$ cat src/rtl/pin_scan_pkg.sv
// Shared constants and state encodings for the pin-scan report formatters.
// Also provides the digit-to-ASCII helper used by the byte mux.
package pin_scan_pkg;

  localparam logic [7:0] ASCII_0  = 8'h30;
  localparam logic [7:0] ASCII_CR = 8'h0D;
  localparam logic [7:0] ASCII_LF = 8'h0A;
  localparam logic [7:0] ASCII_P  = 8'h50;

  // Message is PREFIX, three digits, CR, LF.
  localparam logic [2:0] MSG_LAST = 3'd5;

  typedef enum logic [1:0] {
    FMT_IDLE,
    FMT_CONV,
    FMT_SEND,
    FMT_DONE
  } fmt_state_e;

  typedef enum logic [1:0] {
    DEC_IDLE,
    DEC_CONV_H,
    DEC_CONV_T
  } dec_state_e;

  function automatic logic [7:0] ascii_digit(input logic [3:0] d);
    return ASCII_0 + {4'h0, d};
  endfunction

endpackage

$ cat src/rtl/dec_split_seq.sv
// Sequential 8-bit binary to hundreds/tens/units splitter.
// Takes one subtraction per cycle; done is high during the final cycle, and u is valid after that edge.
module dec_split_seq
  import pin_scan_pkg::*;
(
  input  logic       clk_i,
  input  logic       rst_n_i,
  input  logic       go,
  input  logic [7:0] bin,
  output logic       busy,
  output logic       done,
  output logic [3:0] h,
  output logic [3:0] t,
  output logic [3:0] u
);

  dec_state_e state_q, state_d;
  logic [7:0] rem_q;

  always_comb begin
    state_d = state_q;
    done    = 1'b0;
    case (state_q)
      DEC_IDLE:   if (go) state_d = DEC_CONV_H;
      DEC_CONV_H: if (rem_q < 8'd100) state_d = DEC_CONV_T;
      DEC_CONV_T: begin
        if (rem_q < 8'd10) begin
          state_d = DEC_IDLE;
          done    = 1'b1;
        end
      end
      default:    state_d = DEC_IDLE;
    endcase
  end

  assign busy = (state_q != DEC_IDLE);

  // h/t/u hold their values after completion so the sender can read them freely.
  always_ff @(posedge clk_i) begin
    if (!rst_n_i) begin
      state_q <= DEC_IDLE;
      rem_q   <= 8'd0;
      h       <= 4'd0;
      t       <= 4'd0;
      u       <= 4'd0;
    end else begin
      state_q <= state_d;
      case (state_q)
        DEC_IDLE: begin
          if (go) begin
            rem_q <= bin;
            h     <= 4'd0;
            t     <= 4'd0;
          end
        end
        DEC_CONV_H: begin
          if (rem_q >= 8'd100) begin
            rem_q <= rem_q - 8'd100;
            h     <= h + 4'd1;
          end
        end
        DEC_CONV_T: begin
          if (rem_q >= 8'd10) begin
            rem_q <= rem_q - 8'd10;
            t     <= t + 4'd1;
          end else begin
            u <= rem_q[3:0];
          end
        end
        default: ;
      endcase
    end
  end

endmodule

$ cat src/rtl/pin_id_formatter.sv
// Formats a pin index as "P<ddd>\r\n" and streams it one byte at a time over valid/ready.
// The splitter does the decimal conversion; this level sequences the message and handshake.
module pin_id_formatter
  import pin_scan_pkg::*;
#(
  parameter int         IDX_W  = 8,
  parameter logic [7:0] PREFIX = ASCII_P
) (
  input  logic             clk_i,
  input  logic             rst_n_i,
  input  logic             start_i,
  input  logic [IDX_W-1:0] idx_i,
  output logic             busy_o,
  output logic             done_o,
  output logic [7:0]       tx_byte_o,
  output logic             tx_valid_o,
  input  logic             tx_ready_i
);

  fmt_state_e state_q, state_d;
  logic [2:0] k_q, k_d;
  logic       valid_q, valid_d;
  logic       busy_q, busy_d;

  logic       dec_go, dec_busy, dec_done;
  logic [3:0] dig_h, dig_t, dig_u;

  assign dec_go = (state_q == FMT_IDLE) && start_i && !dec_busy;

  dec_split_seq u_dec (
    .clk_i   (clk_i),
    .rst_n_i (rst_n_i),
    .go      (dec_go),
    .bin     (idx_i),
    .busy    (dec_busy),
    .done    (dec_done),
    .h       (dig_h),
    .t       (dig_t),
    .u       (dig_u)
  );

  always_comb begin
    state_d = state_q;
    k_d     = k_q;
    valid_d = valid_q;
    busy_d  = busy_q;
    case (state_q)
      FMT_IDLE: begin
        if (dec_go) begin
          state_d = FMT_CONV;
          busy_d  = 1'b1;
        end
      end
      FMT_CONV: begin
        if (dec_done) begin
          state_d = FMT_SEND;
          k_d     = 3'd0;
          valid_d = 1'b1;
        end
      end
      FMT_SEND: begin
        // Advance on each transfer so the next byte appears without a bubble.
        if (valid_q && tx_ready_i) begin
          if (k_q == MSG_LAST) begin
            state_d = FMT_DONE;
            valid_d = 1'b0;
          end else begin
            k_d = k_q + 3'd1;
          end
        end
      end
      FMT_DONE: begin
        state_d = FMT_IDLE;
        busy_d  = 1'b0;
      end
      default: state_d = FMT_IDLE;
    endcase
  end

  always_ff @(posedge clk_i) begin
    if (!rst_n_i) begin
      state_q <= FMT_IDLE;
      k_q     <= 3'd0;
      valid_q <= 1'b0;
      busy_q  <= 1'b0;
    end else begin
      state_q <= state_d;
      k_q     <= k_d;
      valid_q <= valid_d;
      busy_q  <= busy_d;
    end
  end

  always_comb begin
    tx_byte_o = 8'h00;
    if (state_q == FMT_SEND) begin
      case (k_q)
        3'd0:    tx_byte_o = PREFIX;
        3'd1:    tx_byte_o = ascii_digit(dig_h);
        3'd2:    tx_byte_o = ascii_digit(dig_t);
        3'd3:    tx_byte_o = ascii_digit(dig_u);
        3'd4:    tx_byte_o = ASCII_CR;
        3'd5:    tx_byte_o = ASCII_LF;
        default: tx_byte_o = 8'h00;
      endcase
    end
  end

  assign tx_valid_o = valid_q;
  assign busy_o     = busy_q;
  assign done_o     = (state_q == FMT_DONE);

endmodule

$ cat config.mk
export PLATFORM = sky130hd
export DESIGN_NAME = pin_id_formatter
export DESIGN_NICKNAME = d
export VERILOG_FILES = /design/src/rtl/pin_scan_pkg.sv /design/src/rtl/dec_split_seq.sv /design/src/rtl/pin_id_formatter.sv
export SDC_FILE = /design/constraint.sdc
export NUM_CORES = 1
export LEC_CHECK = 0
export CAP_MARGIN = 15
export CORE_MARGIN = 2
export CORE_UTILIZATION = 60
export CTS_CLUSTER_SIZE = 25
export DETAILED_ROUTE_END_ITERATION = 7
export PLACE_DENSITY = 0.83
export SLEW_MARGIN = 30
export SYNTH_ARGS = -nofsm -noshare
export SYNTH_HDL_FRONTEND = slang
export SYNTH_SLANG_ARGS = --single-unit
$ cat constraint.sdc
create_clock -name clk_i -period 4.18 [get_ports clk_i]
set_input_delay 0.836 -clock clk_i [delete_from_list [all_inputs] [get_ports clk_i]]
set_output_delay 0.836 -clock clk_i [all_outputs]
set_load 0.005 [all_outputs]
==> run_results.csv <==
group,metric,value,unit
run_status,status,"finished, final reports clean",
route,wl,4.525,mm
cts,clk_path_buf_depth,2,
floorplanning,start_util,61.60,%
cts,cts-root-buf,"clkbuf_4",
global_route,grt_max_degree,22,
synth,async_flop_share,0,%
synth,synth_xor_xnor_area_share,3.006,%
setup_path,cp.arrival,2.45,ns
global_route,grt_use_total,25.30,%
floorplanning,coreArea,3311,um^2
route,drt_drc_violations_left,0,
floorplanning,die_x,62.30,um
synth,synth_compound_area_share,22.70,%
power,power_density,673.1,nW/um^2
cells_and_area,fillerInstances,311,
setup_path,crit_chain,"inv_1 -> ha_1 -> o41ai_1 -> nor2_1 -> clkdlybuf4s50_1",
cells_and_area,diodes,0,
cells_and_area,multiInputGateArea,1340,um^2
global_route,antenna_found_initial,0,
sta,hold_violations,0,
sta,timing.final.crit_share,78.72,%
route,post_drt_wl_per_cell,14.27,um
floorplanning,num_rows,21,
sta,drv_slew,0,
global_route,gr-total-overflow,0,
synth,muxShareOfSynthArea,4.479,%
route,drt-pass1-iter-count,4,
cts,clock_sinks,29,
cts,cts_tree,"done",
synth,synthFlopType,"dfxtp_1",
route,antenna_left,0,
placement,gp_congestion,0.9081,
cts,cts_buffers,5,
setup_path,cpMaxStageDelayCell,"o41ai_1",
synth,yosys.area_share.simple,21.84,%
setup_path,ff2ff_setup_slack,1.70,ns
hold_path,worstHoldEndpoint,"u_dec.u[1]$_SDFFE_PN0P_",
synth,synth-edff-count,0,
setup_path,cp.required,3.34,ns
cts,clkLatencyLatePin,0.33,ns
synth,synthesis.area,2039,um^2
sta,rsz0062_at_grt,"false",
setup_path,worstSetupEndpointType,"output pin",
setup_path,critPathLaunchType,"flop",
synth,synth_cells,256,
cells_and_area,stdcell_count,317,
power,power.leakage,0.8795,nW
setup_path,path_class,"flop to output pin",
synth,yosys_warnings,0,
synth,syn-num-nets,290,
cells_and_area,areaGrowthSynthToFinish,12.76,%
sta,period_minus_slack,3.291,ns
synth,synth_top_family_by_area,"compound AO/OA/AOI/OAI gates",
synth,synth_fa_ha_area_share,13.50,%
sta,fin_setup_tns,0,ns
placement,io_buffers,21,
floorplanning,die_area,3881,um^2
global_route,grt_pass1_vias,1751,
global_route,grt_pass1_wl,7.872,mm
setup_path,rr_worst_depth,7,
hold_path,holdPathStages,2,
hold_path,worstHoldStart,"u_dec.u[1]$_SDFFE_PN0P_",
hold_path,hold_class,"flop to flop",
synth,ys_seq_area_share,28.47,%
placement,dp_hpwl,3.395,mm
cts,htreeDepth,2,
setup_path,timing.rr.start,"u_dec.rem_q[2]$_SDFFE_PN0P_",
setup_path,crit_path_max_fanout,12,
setup_path,crit_buf_inv,2,
floorplanning,io_pins,23,
synth,synth.avg_cell_area,7.967,um^2
sta,maxSlewHeadroom,49.18,%
sta,setup_viol,0,
cells_and_area,drive_gt1_share,4.428,%
route,vias_per_cell,5.962,
setup_path,path_delay_family,"compound AO/OA/AOI/OAI gates",
sta,final.setup_skew,0.003719,ns
route,vias,1890,
setup_path,path_depth,5,
route,initialDrtViolationCount,122,
cts,cts_setup_buffers,0,
synth,ys_ff_latch,29,
cells_and_area,regArea,580.6,um^2
placement,place_inst,310,
floorplanning,die_y,62.30,um
power,vdd_ir_drop_max,468.2,uV
sta,worst_pin_slew,0.7599,ns
flow_run,drv_cap,0,
setup_path,slowest_delay,0.64,ns
synth,yosysUniqueCellTypes,50,
sta,clock.fmax,303.9,MHz
cells_and_area,fin_nets,305,
setup_path,rr_endpoint,"k_q[2]$_SDFFE_PN0P_",
cts,cts.clk_slew.worst_paths,0.09,ns
cts,postCtsHoldBufs,0,
cts,ctsResizeCount,0,
-- how the worst max path moves through the flow --
stage	slack [ns]	start	endpoint
after CTS	0.90	k_q[2]$_SDFFE_PN0P_	tx_byte_o[3]
after global placement	1.33	k_q[2]$_SDFFE_PN0P_	tx_byte_o[3]
final	0.89	k_q[2]$_SDFFE_PN0P_	tx_byte_o[3]
after global routing	0.68	k_q[2]$_SDFFE_PN0P_	tx_byte_o[3]
after detailed placement	1.28	k_q[2]$_SDFFE_PN0P_	tx_byte_o[3]
after floorplan	1.76	k_q[2]$_SDFFE_PN0P_	tx_byte_o[3]
-- cell usage after synthesis, types with 4 or more instances --
cell type,number,share of area [%]
a21oi_1,15,3.7
clkbuf_1,9,1.7
dfxtp_1,29,28
ha_1,22,13
inv_1,15,2.8
mux2i_1,8,3.9
nand2_1,34,6.3
nand2b_1,6,1.8
nand3_1,10,2.5
nor2_1,21,3.9
nor2b_1,4,1.2
nor3_1,4,0.98
o21a_1,4,1.5
o21ai_0,9,2.2
o22ai_1,4,1.2
xnor2_1,4,1.7
-- area by class of cell --
class	instances	area share [%]
multi-input combinational	199	58.27
sequential	29	25.24
timing repair buffer	21	9.140
tap	46	2.503
inverter	15	2.448
clock buffer	7	2.394
-- power by group --
part           leakage [nW]  total [mW]  switching (mW)  internal (mW)
clock network        0.0314       0.176          0.0969         0.0792
logic                 0.612       0.902           0.504          0.398
registers             0.236       0.470           0.119          0.351
-- cells by family after synthesis --
group	after synthesis
other cells	1
compound gates	66
simple gates	94
mux	9
buf+inv	28
xor+xnor	7
flops	29
fa+ha+maj	22
-- stage by stage --
step / total power [mW] / hold WS [ns] / area, um^2 / worst slack [ns] / util (%)
floorplan: 1.157 / 0.4359 / 2039 / 1.765 / -
global placement: 1.338 / 0.4610 / 2245 / 1.335 / 67.80
detailed placement: 1.359 / 0.4611 / 2245 / 1.278 / 67.80
CTS: 1.539 / 0.4729 / 2300 / 0.9037 / 69.46
global route: 1.682 / 0.4848 / 2300 / 0.6793 / 69.46
finish: 1.548 / 0.4722 / 2300 / 0.8894 / 69.46
-- metal layers --
| metal | up-vias | wire length [um] | GRT usage [%] |
|---|---|---|---|
| met5 | - | 0 | 0 |
| met4 | 0 | 97 | 11.39 |
| met3 | 11 | 226 | 5.072 |
| met2 | 58 | 2167 | 42.80 |
| met1 | 874 | 2034 | 31.10 |
| li1 | 947 | - | - |
-- state kept, by name, indices dropped and copies added (netlist names) --
register,count
busy_o,1
u_dec.t,4
state_q,2
k_q,3
u_dec.h,4
u_dec.rem_q,8
u_dec.u,4
tx_valid_o,1
u_dec.state_q,2
-- worst register-to-register path, cell delays in order (launching register included) --
cell      delay, ns
dfxtp_1        0.49
inv_1          0.16
ha_1           0.24
a21o_1         0.26
o31ai_1        0.48
and2_1         0.22
a21boi_0       0.37
o32ai_1        0.14
-- cell usage in the layout, fill, tap and decap left out, types with 4 or more instances in the layout --
cell              n
nand3_1          10
nor2b_1           4
ha_1             22
nor2_1           21
a21oi_1          15
nor3_1            4
nand2_1          34
clkbuf_4          5
nand2b_1          6
inv_1            15
xnor2_1           4
dfxtp_1          29
o21ai_0           9
mux2i_1           8
clkdlybuf4s50_1  21
o22ai_1           4
o21a_1            4
(Power assumes the default switching activity.)
